`config.mk`:
```
export PLATFORM = sky130hd
export DESIGN_NAME = note_record_sequencer_flat
export DESIGN_NICKNAME = d
export VERILOG_FILES = /design/src/rtl/note_record_sequencer_if.sv /design/src/rtl/note_record_sequencer.sv /design/src/flat_wrapper.sv
export SDC_FILE = /design/constraint.sdc
export NUM_CORES = 1
export LEC_CHECK = 0
export CORE_UTILIZATION = 45
export CTS_CLUSTER_SIZE = 28
export DETAILED_ROUTE_END_ITERATION = 8
export PLACE_DENSITY = 0.66
export SYNTH_ARGS = -nofsm -noshare
export SYNTH_HDL_FRONTEND = slang
export SYNTH_SLANG_ARGS = --single-unit
```
`constraint.sdc`:
```
create_clock -name pixel_clk_in -period 2.9 [get_ports pixel_clk_in]
set_input_delay 0.58 -clock pixel_clk_in [delete_from_list [all_inputs] [get_ports pixel_clk_in]]
set_output_delay 0.58 -clock pixel_clk_in [all_outputs]
set_load 0.01 [all_outputs]
```
`src/rtl/note_record_sequencer_if.sv`:
```
// Write-port bundle between the note record sequencer and port A of the note RAM.
interface note_record_sequencer_if #(
  parameter int NUM_MEASURES = 20,
  parameter int NOTE_W       = 6
);
  localparam int ADDR_W = (NUM_MEASURES > 1) ? $clog2(NUM_MEASURES) : 1;

  logic [ADDR_W-1:0]   mem_addr_out;
  logic [8*NOTE_W-1:0] mem_din_out;
  logic                mem_we_out;

  modport master (output mem_addr_out, output mem_din_out, output mem_we_out);
  modport slave  (input  mem_addr_out, input  mem_din_out, input  mem_we_out);
endinterface

```
`src/rtl/note_record_sequencer.sv`:
```
// Clears the note memory, then packs one note code per eighth tick into measure words.
// Optional metronome click output is enabled by defining NOTE_RECORD_METRONOME_EN.
module note_record_sequencer #(
  parameter int TICKS_PER_EIGHTH = 37125000,
  parameter int NUM_MEASURES     = 20,
  parameter int NOTE_W           = 6
) (
  input  logic              pixel_clk_in,
  input  logic              rst_n_in,
  input  logic              toggle_in,
  input  logic [NOTE_W-1:0] note_in,
  note_record_sequencer_if.master mem_if,
  output logic [7:0]        eighth_dex_out,
  output logic [1:0]        state_out,
  output logic              measure_done_out,
  output logic              click_out
);

  localparam int ADDR_W = (NUM_MEASURES > 1) ? $clog2(NUM_MEASURES) : 1;
  localparam int CNT_W  = (TICKS_PER_EIGHTH > 1) ? $clog2(TICKS_PER_EIGHTH) : 1;
  localparam int WORD_W = 8 * NOTE_W;
  localparam logic [CNT_W-1:0]  CNT_LAST  = CNT_W'(TICKS_PER_EIGHTH - 1);
  localparam logic [ADDR_W-1:0] ADDR_LAST = ADDR_W'(NUM_MEASURES - 1);
  localparam logic [7:0]        DEX_LAST  = 8'(8 * NUM_MEASURES - 1);

  typedef enum logic [1:0] {
    S_IDLE   = 2'd0,
    S_CLEAR  = 2'd1,
    S_RECORD = 2'd2,
    S_FULL   = 2'd3
  } state_t;

  state_t              r_state, w_state_next;
  logic                r_toggle_q;
  logic [CNT_W-1:0]    r_cnt, w_cnt_next;
  logic [7:0]          r_dex, w_dex_next;
  logic [WORD_W-1:0]   r_shadow, w_shadow_next;
  logic [ADDR_W-1:0]   r_addr, w_addr_next;
  logic [WORD_W-1:0]   r_din, w_din_next;
  logic                r_we, w_we_next;
  logic                r_done, w_done_next;
  logic                w_rise;
  logic                w_tick;
  logic [WORD_W-1:0]   w_merged;

  assign w_rise = toggle_in & ~r_toggle_q;
  assign w_tick = (r_state == S_RECORD) && (r_cnt == CNT_LAST);

  // Shadow word with the current note dropped into the slot selected by dex[2:0].
  generate
    for (genvar gi = 0; gi < 8; gi++) begin : g_slot
      assign w_merged[NOTE_W*gi +: NOTE_W] =
        (r_dex[2:0] == 3'(gi)) ? note_in : r_shadow[NOTE_W*gi +: NOTE_W];
    end
  endgenerate

  always_comb begin
    w_state_next  = r_state;
    w_cnt_next    = r_cnt;
    w_dex_next    = r_dex;
    w_shadow_next = r_shadow;
    w_addr_next   = r_addr;
    w_din_next    = r_din;
    w_we_next     = 1'b0;
    w_done_next   = 1'b0;
    case (r_state)
      S_IDLE, S_FULL: begin
        if (w_rise) begin
          w_state_next = S_CLEAR;
          w_addr_next  = '0;
          w_din_next   = '0;
          w_we_next    = 1'b1;
        end
      end
      S_CLEAR: begin
        if (!toggle_in) begin
          w_state_next = S_IDLE;
        end else if (r_addr == ADDR_LAST) begin
          w_state_next  = S_RECORD;
          w_cnt_next    = '0;
          w_dex_next    = '0;
          w_shadow_next = '0;
        end else begin
          w_addr_next = r_addr + ADDR_W'(1);
          w_din_next  = '0;
          w_we_next   = 1'b1;
        end
      end
      S_RECORD: begin
        // Abort wins over a coinciding tick, so the pending write never appears.
        if (!toggle_in) begin
          w_state_next = S_IDLE;
        end else if (w_tick) begin
          w_cnt_next    = '0;
          w_addr_next   = r_dex[ADDR_W+2:3];
          w_din_next    = w_merged;
          w_we_next     = 1'b1;
          w_dex_next    = r_dex + 8'd1;
          w_done_next   = (r_dex[2:0] == 3'd7);
          w_shadow_next = (r_dex[2:0] == 3'd7) ? '0 : w_merged;
          if (r_dex == DEX_LAST) begin
            w_state_next = S_FULL;
          end
        end else begin
          w_cnt_next = r_cnt + CNT_W'(1);
        end
      end
      default: w_state_next = S_IDLE;
    endcase
  end

  always_ff @(posedge pixel_clk_in or negedge rst_n_in) begin
    if (!rst_n_in) begin
      r_state    <= S_IDLE;
      r_toggle_q <= 1'b0;
      r_cnt      <= '0;
      r_dex      <= '0;
      r_shadow   <= '0;
      r_addr     <= '0;
      r_din      <= '0;
      r_we       <= 1'b0;
      r_done     <= 1'b0;
    end else begin
      r_state    <= w_state_next;
      r_toggle_q <= toggle_in;
      r_cnt      <= w_cnt_next;
      r_dex      <= w_dex_next;
      r_shadow   <= w_shadow_next;
      r_addr     <= w_addr_next;
      r_din      <= w_din_next;
      r_we       <= w_we_next;
      r_done     <= w_done_next;
    end
  end

`ifdef NOTE_RECORD_METRONOME_EN
  logic r_entry;

  // Count-in marker lands in the first RECORD cycle.
  always_ff @(posedge pixel_clk_in or negedge rst_n_in) begin
    if (!rst_n_in) begin
      r_entry <= 1'b0;
    end else begin
      r_entry <= (r_state == S_CLEAR) && (w_state_next == S_RECORD);
    end
  end

  assign click_out = r_entry | (w_tick & ~r_dex[0]);
`else
  assign click_out = 1'b0;
`endif

  assign mem_if.mem_addr_out = r_addr;
  assign mem_if.mem_din_out  = r_din;
  assign mem_if.mem_we_out   = r_we;
  assign eighth_dex_out      = r_dex;
  assign state_out           = r_state;
  assign measure_done_out    = r_done;

endmodule

```
`src/flat_wrapper.sv`:
```
// flat-port wrapper written by rule: the top's interface ports become plain ports
module note_record_sequencer_flat 
#(
  parameter int TICKS_PER_EIGHTH = 37125000,
  parameter int NUM_MEASURES     = 20,
  parameter int NOTE_W           = 6
)
  (pixel_clk_in, rst_n_in, toggle_in, note_in, eighth_dex_out, state_out, measure_done_out, click_out, mem_if_mem_addr_out, mem_if_mem_din_out, mem_if_mem_we_out);
  note_record_sequencer_if #(.NUM_MEASURES(NUM_MEASURES), .NOTE_W(NOTE_W)) mem_if_i ();
  input  logic pixel_clk_in;
  input  logic rst_n_in;
  input  logic toggle_in;
  input  logic [NOTE_W-1:0] note_in;
  output logic [7:0] eighth_dex_out;
  output logic [1:0] state_out;
  output logic measure_done_out;
  output logic click_out;
  output wire logic [$bits(mem_if_i.mem_addr_out)-1:0] mem_if_mem_addr_out;
  output wire logic [$bits(mem_if_i.mem_din_out)-1:0] mem_if_mem_din_out;
  output wire logic [$bits(mem_if_i.mem_we_out)-1:0] mem_if_mem_we_out;
  assign mem_if_mem_addr_out = mem_if_i.mem_addr_out;
  assign mem_if_mem_din_out = mem_if_i.mem_din_out;
  assign mem_if_mem_we_out = mem_if_i.mem_we_out;
  note_record_sequencer #(.TICKS_PER_EIGHTH(TICKS_PER_EIGHTH), .NUM_MEASURES(NUM_MEASURES), .NOTE_W(NOTE_W)) u_core (.pixel_clk_in(pixel_clk_in), .rst_n_in(rst_n_in), .toggle_in(toggle_in), .note_in(note_in), .mem_if(mem_if_i), .eighth_dex_out(eighth_dex_out), .state_out(state_out), .measure_done_out(measure_done_out), .click_out(click_out));
endmodule
```
==> results.ini, run 1 <==
[worst_setup_path]
r2r_end = u_core.r_shadow[38]
cpLargestDelayFamily = simple AND/OR/NAND/NOR gates
path_common_cell = nor4_4
critPathKind = reg2reg
crit_slowest_cell = or4b_4
rr_worst_depth = 5
timing.rr.start = u_core.r_cnt[22]
crit_fanout = 34
reg2reg_slack_ns = 0.35
cpPeakStageDelay_ns = 0.55
start_kind = register
arrival_ns = 2.91
crit_chain = or4b_4 -> nor4_4 -> a21oi_4 -> nor4_4 -> a22o_1
cp-end-kind = register
path_buf_inv = 0
cp_data_required_time_ns = 3.26

[place]
hpwl_um = 11700
dpl_cell_area_um2 = 7820
gp_congestion = 0.814
dp_cells = 870
numPortBuffers = 73

[cts]
cts_sinks = 140
cts_root_buffer = clkbuf_16
cts_tree = done
ctsResizeCount = 0
cts_max_level = 4
clock_latency_ns = 0.42
clock_path_buffers = 2
post-cts-setup-buffers = 0
path_clk_slew_ns = 0.06
cts-buffers-inserted = 17
hold_buffers = 0

[pwr]
vdd_drop_max_v = 0.000480
p_per_area_nw_per_um2 = 721
power.total_mw = 6.07
p_leak_nw = 3.64

[yosys]
synth_compound_area_share_pct = 20.8
syn_nets = 665
synthXorXnorAreaFrac_pct = 2.16
ys_types = 62
synth-simple-area-share_pct = 13.3
ys.flop_type = dfrtp_1
syn_inst = 646
yosys_warnings = 0
synth_top_family_by_area = compound AO/OA/AOI/OAI gates
yosysTopAreaCell = dfrtp_1
synthArstFlopShare_pct = 100
synth_top_cell_area_share_pct = 50.8
synth-seq-cells = 140
synth_fa_ha_area_share_pct = 1.81
muxShareOfSynthArea_pct = 7.44
postSynthAreaPerCell_um2 = 10.7
synth_area_leaders = dfrtp_1 51%, mux2i_1 7.1%, o31ai_1 5.6%, o21ai_0 4.5%, a32o_1 4.4%
synth-edff-count = 0
synthesis.area_um2 = 6900
synth.yosys.seq_area_share_pct = 50.8

[finish]
drive_gt1_share_pct = 9.05
multi_input_area_um2 = 3150
antenna_cells = 0
final_cell_mix = 140 x dfrtp_1, 72 x clkdlybuf4s50_1, 62 x o21ai_0, 51 x o31ai_1, 49 x mux2i_1
fillers = 1250
num-nets-final = 724
layout_commonest_cell = dfrtp_1
area_growth_pct = 22.0
finish.instance_area_um2 = 8410
regArea_um2 = 3500
finalNonFillerCells = 902

[floorplan]
die_height_um = 126
ios = 75
row_count = 44
die_w_um = 126
dieArea_um2 = 15800
start_util_pct = 46.8
coreArea_um2 = 14800

[global_routing]
grt_pass1_vias = 5682
grt_max_degree = 61
grt_usage_pct = 23.9
grt_pass1_wl_um = 29800
antenna_found_initial = 0
grt_overflow = 0

[timing]
post-route-period-util_pct = 88.1
min_period_ns = 2.55
setup_viol = 0
skew_ns = 0.00836
rsz0062_at_grt = false
setup_tns_ns = 0
hold_viol_final = 0
relSlewSlack_pct = 37.7
max_freq_ghz = 0.391
worst_pin_slew_ns = 0.932
slew_violations = 0

[drt]
dr_wl_met3_um = 723
wl_um = 17600
drt_first_pass_iters = 5
vias = 5573
ant_nets = 0
drt_iter0_drc = 391
vias_per_cell = 6.18
drc_errors = 0
top_layer = met4
met1Wirelength_um = 8170
avgRoutedWirePerCell_um = 19.5
route.met2.wl_um = 8410

[hold_path]
hp-class = in2async

[job]
drv_cap = 0

[outcome]
outcome = finished clean

==> worst max path at each step <==
| stage | from | to | cells after the start |
|---|---|---|---|
| 2_1_floorplan | u_core.state_out[0] | u_core.eighth_dex_out[4] | 9 |
| 3_3_place_gp | toggle_in | u_core.mem_if.mem_din_out[39] | 7 |
| 3_5_place_dp | toggle_in | u_core.mem_if.mem_din_out[13] | 7 |
| 4_1_cts | u_core.r_cnt[22] | u_core.r_shadow[38] | 5 |
| 5_1_grt | u_core.state_out[0] | u_core.mem_if.mem_din_out[13] | 9 |
| 6_report | u_core.r_cnt[22] | u_core.r_shadow[38] | 5 |
==> cells by family after synthesis <==
kind of cell    count (synthesis)
compound gates                204
simple gates                  160
flops                         140
buf+inv                        63
mux                            51
xor+xnor                       17
fa+ha+maj                      10
other cells                     1
==> metrics by stage <==
stage | utilization [%] | hold slack [ns] | setup slack, ns
5_1_grt | 57.0 | 0.157 | 0.241
2_1_floorplan | - | 0.284 | 0.587
3_5_place_dp | 53.0 | 0.457 | 0.240
4_1_cts | 57.0 | 0.141 | 0.367
3_3_place_gp | 53.0 | 0.468 | 0.306
6_report | 57.0 | 0.120 | 0.345
==> area by class of cell <==
type                    instances  share of cell area, %
multi-input cells             443                   37.5
flip-flops and latches        140                   41.6
well taps                     184                   2.74
inverters                      13                  0.580
clock inverters                12                   1.65
clock buffers                  20                   5.43
repair buffers                 90                   10.5
==> where the power goes <==
group	leakage [nW]	total, mW	internal [mW]	switching (mW)
logic	1.43	1.65	0.587	1.07
registers	1.93	2.26	2.09	0.164
clock network	0.279	2.16	1.32	0.839
total	3.64	6.07	4.00	2.07
==> cell usage after synthesis (5+ instances only) <==
| master | number |
|---|---|
| xor2_1 | 9 |
| and2_1 | 7 |
| o21ai_0 | 62 |
| nor2_1 | 34 |
| ha_1 | 10 |
| a32o_1 | 30 |
| nor4_1 | 8 |
| nand2_1 | 34 |
| and4_1 | 5 |
| and3_1 | 8 |
| nand2b_1 | 6 |
| nand3_1 | 12 |
| buf_2 | 6 |
| mux2i_1 | 49 |
| dfrtp_1 | 140 |
| nand4_1 | 16 |
| o31ai_1 | 51 |
| xnor2_1 | 8 |
| clkbuf_1 | 41 |
| a21oi_1 | 21 |
| a22o_1 | 13 |
| inv_1 | 12 |
| o211ai_1 | 5 |
==> flip-flops by register name, summed over array words and instances, names as in the netlist <==
name                        cells
u_core.mem_if.mem_addr_out      5
u_core.mem_if.mem_din_out      48
u_core.eighth_dex_out           8
u_core.mem_if.mem_we_out        1
u_core.r_shadow                48
u_core.state_out                2
u_core.r_toggle_q               1
u_core.measure_done_out         1
u_core.r_cnt                   26
==> metal layers <==
metal | vias to the layer above | GRT usage (%)
met5 | - | 0
met1 | 2806 | 32.4
li1 | 2584 | -
met3 | 28 | 4.46
met2 | 155 | 38.4
met4 | 0 | 8.86
Power figures use the tool's default switching activity.
==> run 2: changes to the inputs <==
==> constraint.sdc (replaced) <==
create_clock -name pixel_clk_in -period 2.9 [get_ports pixel_clk_in]
set_input_delay 0.435 -clock pixel_clk_in [delete_from_list [all_inputs] [get_ports pixel_clk_in]]
set_output_delay 0.435 -clock pixel_clk_in [all_outputs]
set_load 0.01 [all_outputs]
==> results.ini, run 2 (synthesis gave the netlist of run 1 again) <==
[worst_setup_path]
critPathKind = reg2reg
crit_slowest_cell = or4b_4
crit_chain = or4b_4 -> nor4_4 -> a21oi_4 -> buf_4 -> o21ai_0 -> o31ai_1
path_buf_inv = 1
arrival_ns = 2.75
start_kind = register
crit_fanout = 33
cpLargestDelayFamily = simple AND/OR/NAND/NOR gates
cpPeakStageDelay_ns = 0.55
cp_data_required_time_ns = 3.17
cp-end-kind = register

[drt]
vias = 5558
route.met2.wl_um = 8210
top_layer = met4
dr_wl_met3_um = 929
met1Wirelength_um = 8040
ant_nets = 0
drc_errors = 0
drt_first_pass_iters = 6
avgRoutedWirePerCell_um = 19.4
drt_iter0_drc = 503
vias_per_cell = 6.18
wl_um = 17400

[finish]
antenna_cells = 0
final_util_pct = 56.8
area_growth_pct = 21.4
num-nets-final = 722
final_cell_mix = 140 x dfrtp_1, 72 x clkdlybuf4s50_1, 62 x o21ai_0, 51 x o31ai_1, 49 x mux2i_1
layout_commonest_cell = dfrtp_1
drive_gt1_share_pct = 8.39

[global_routing]
grt_max_degree = 81
antenna_found_initial = 0
grt_usage_pct = 23.0
grt_overflow = 0
grt_pass1_wl_um = 28700
grt_pass1_vias = 5438

[floorplan]
die_w_um = 126
die_height_um = 126
start_util_pct = 46.8
ios = 75
dieArea_um2 = 15800
coreArea_um2 = 14800
row_count = 44

[cts]
hold_buffers = 0
path_clk_slew_ns = 0.06
cts_max_level = 4
clock_latency_ns = 0.42
cts_tree = done
ctsResizeCount = 0
clock_path_buffers = 2
post-cts-setup-buffers = 0
cts_sinks = 140
cts_root_buffer = clkbuf_16
cts-buffers-inserted = 17

[timing]
skew_ns = 0.00674
relSlewSlack_pct = 44.7
rsz0062_at_grt = false
setup_tns_ns = 0
min_period_ns = 2.47
hold_viol_final = 0
post-route-period-util_pct = 85.2
slew_violations = 0
setup_ws_ns = 0.429
setup_viol = 0
max_freq_ghz = 0.405
worst_pin_slew_ns = 0.827

[pwr]
p_per_area_nw_per_um2 = 716
p_leak_nw = 3.64
vdd_drop_max_v = 0.000394

[place]
pre_cts_slack_ns = 0.446
gp_congestion = 0.908
numPortBuffers = 73
hpwl_um = 11500

[hold_path]
hp-class = in2async

[job]
drv_cap = 0

[outcome]
outcome = finished clean

## run 2: worst paths after layout
path	cells past startpoint	start	end	slack [ns]
min in group pixel_clk_in	1	u_core.r_shadow[43]	u_core.r_shadow[43]	0.48
min	1	rst_n_in	u_core.mem_if.mem_din_out[45]	0.07
min reg2reg	1	u_core.r_shadow[43]	u_core.r_shadow[43]	0.48
max	6	u_core.r_cnt[22]	u_core.mem_if.mem_din_out[33]	0.43
max reg2reg	6	u_core.r_cnt[22]	u_core.mem_if.mem_din_out[33]	0.43
max in group asynchronous	2	rst_n_in	u_core.r_shadow[24]	2.00
## run 2: per-stage QoR
step | hold WS [ns] | std cells | cell area [um2] | power [mW]
finish | 0.0669 | 899 | 8380 | 6.00
global route | 0.124 | 899 | 8380 | 6.28
CTS | 0.0877 | 899 | 8380 | 6.03
detailed placement | 0.471 | 868 | 7820 | 3.94
global placement | 0.468 | 868 | 7820 | 3.90
floorplan | 0.139 | 646 | 6900 | 3.33
## run 2: where the power goes
part / internal, mW / switching (mW) / total, mW
Combinational: 0.602 / 1.07 / 1.67
Clock: 1.29 / 0.785 / 2.08
Sequential: 2.09 / 0.154 / 2.25
## run 2: layout make-up
type / count / area [um2]
Clock buffer: 22 / 464
Clock inverter: 9 / 95.1
Fill cell: 1265 / 6380
Inverter: 13 / 48.8
Multi-Input combinational cell: 443 / 3150
Sequential cell: 140 / 3500
Tap cell: 184 / 230
Timing Repair Buffer: 88 / 882
## run 2: metal layers
layer  track usage (%)  vias to the layer above
met5                 0                        -
met4              7.23                        0
met3              4.97                       21
met2              36.1                      177
met1              31.9                     2794
li1                  -                     2566
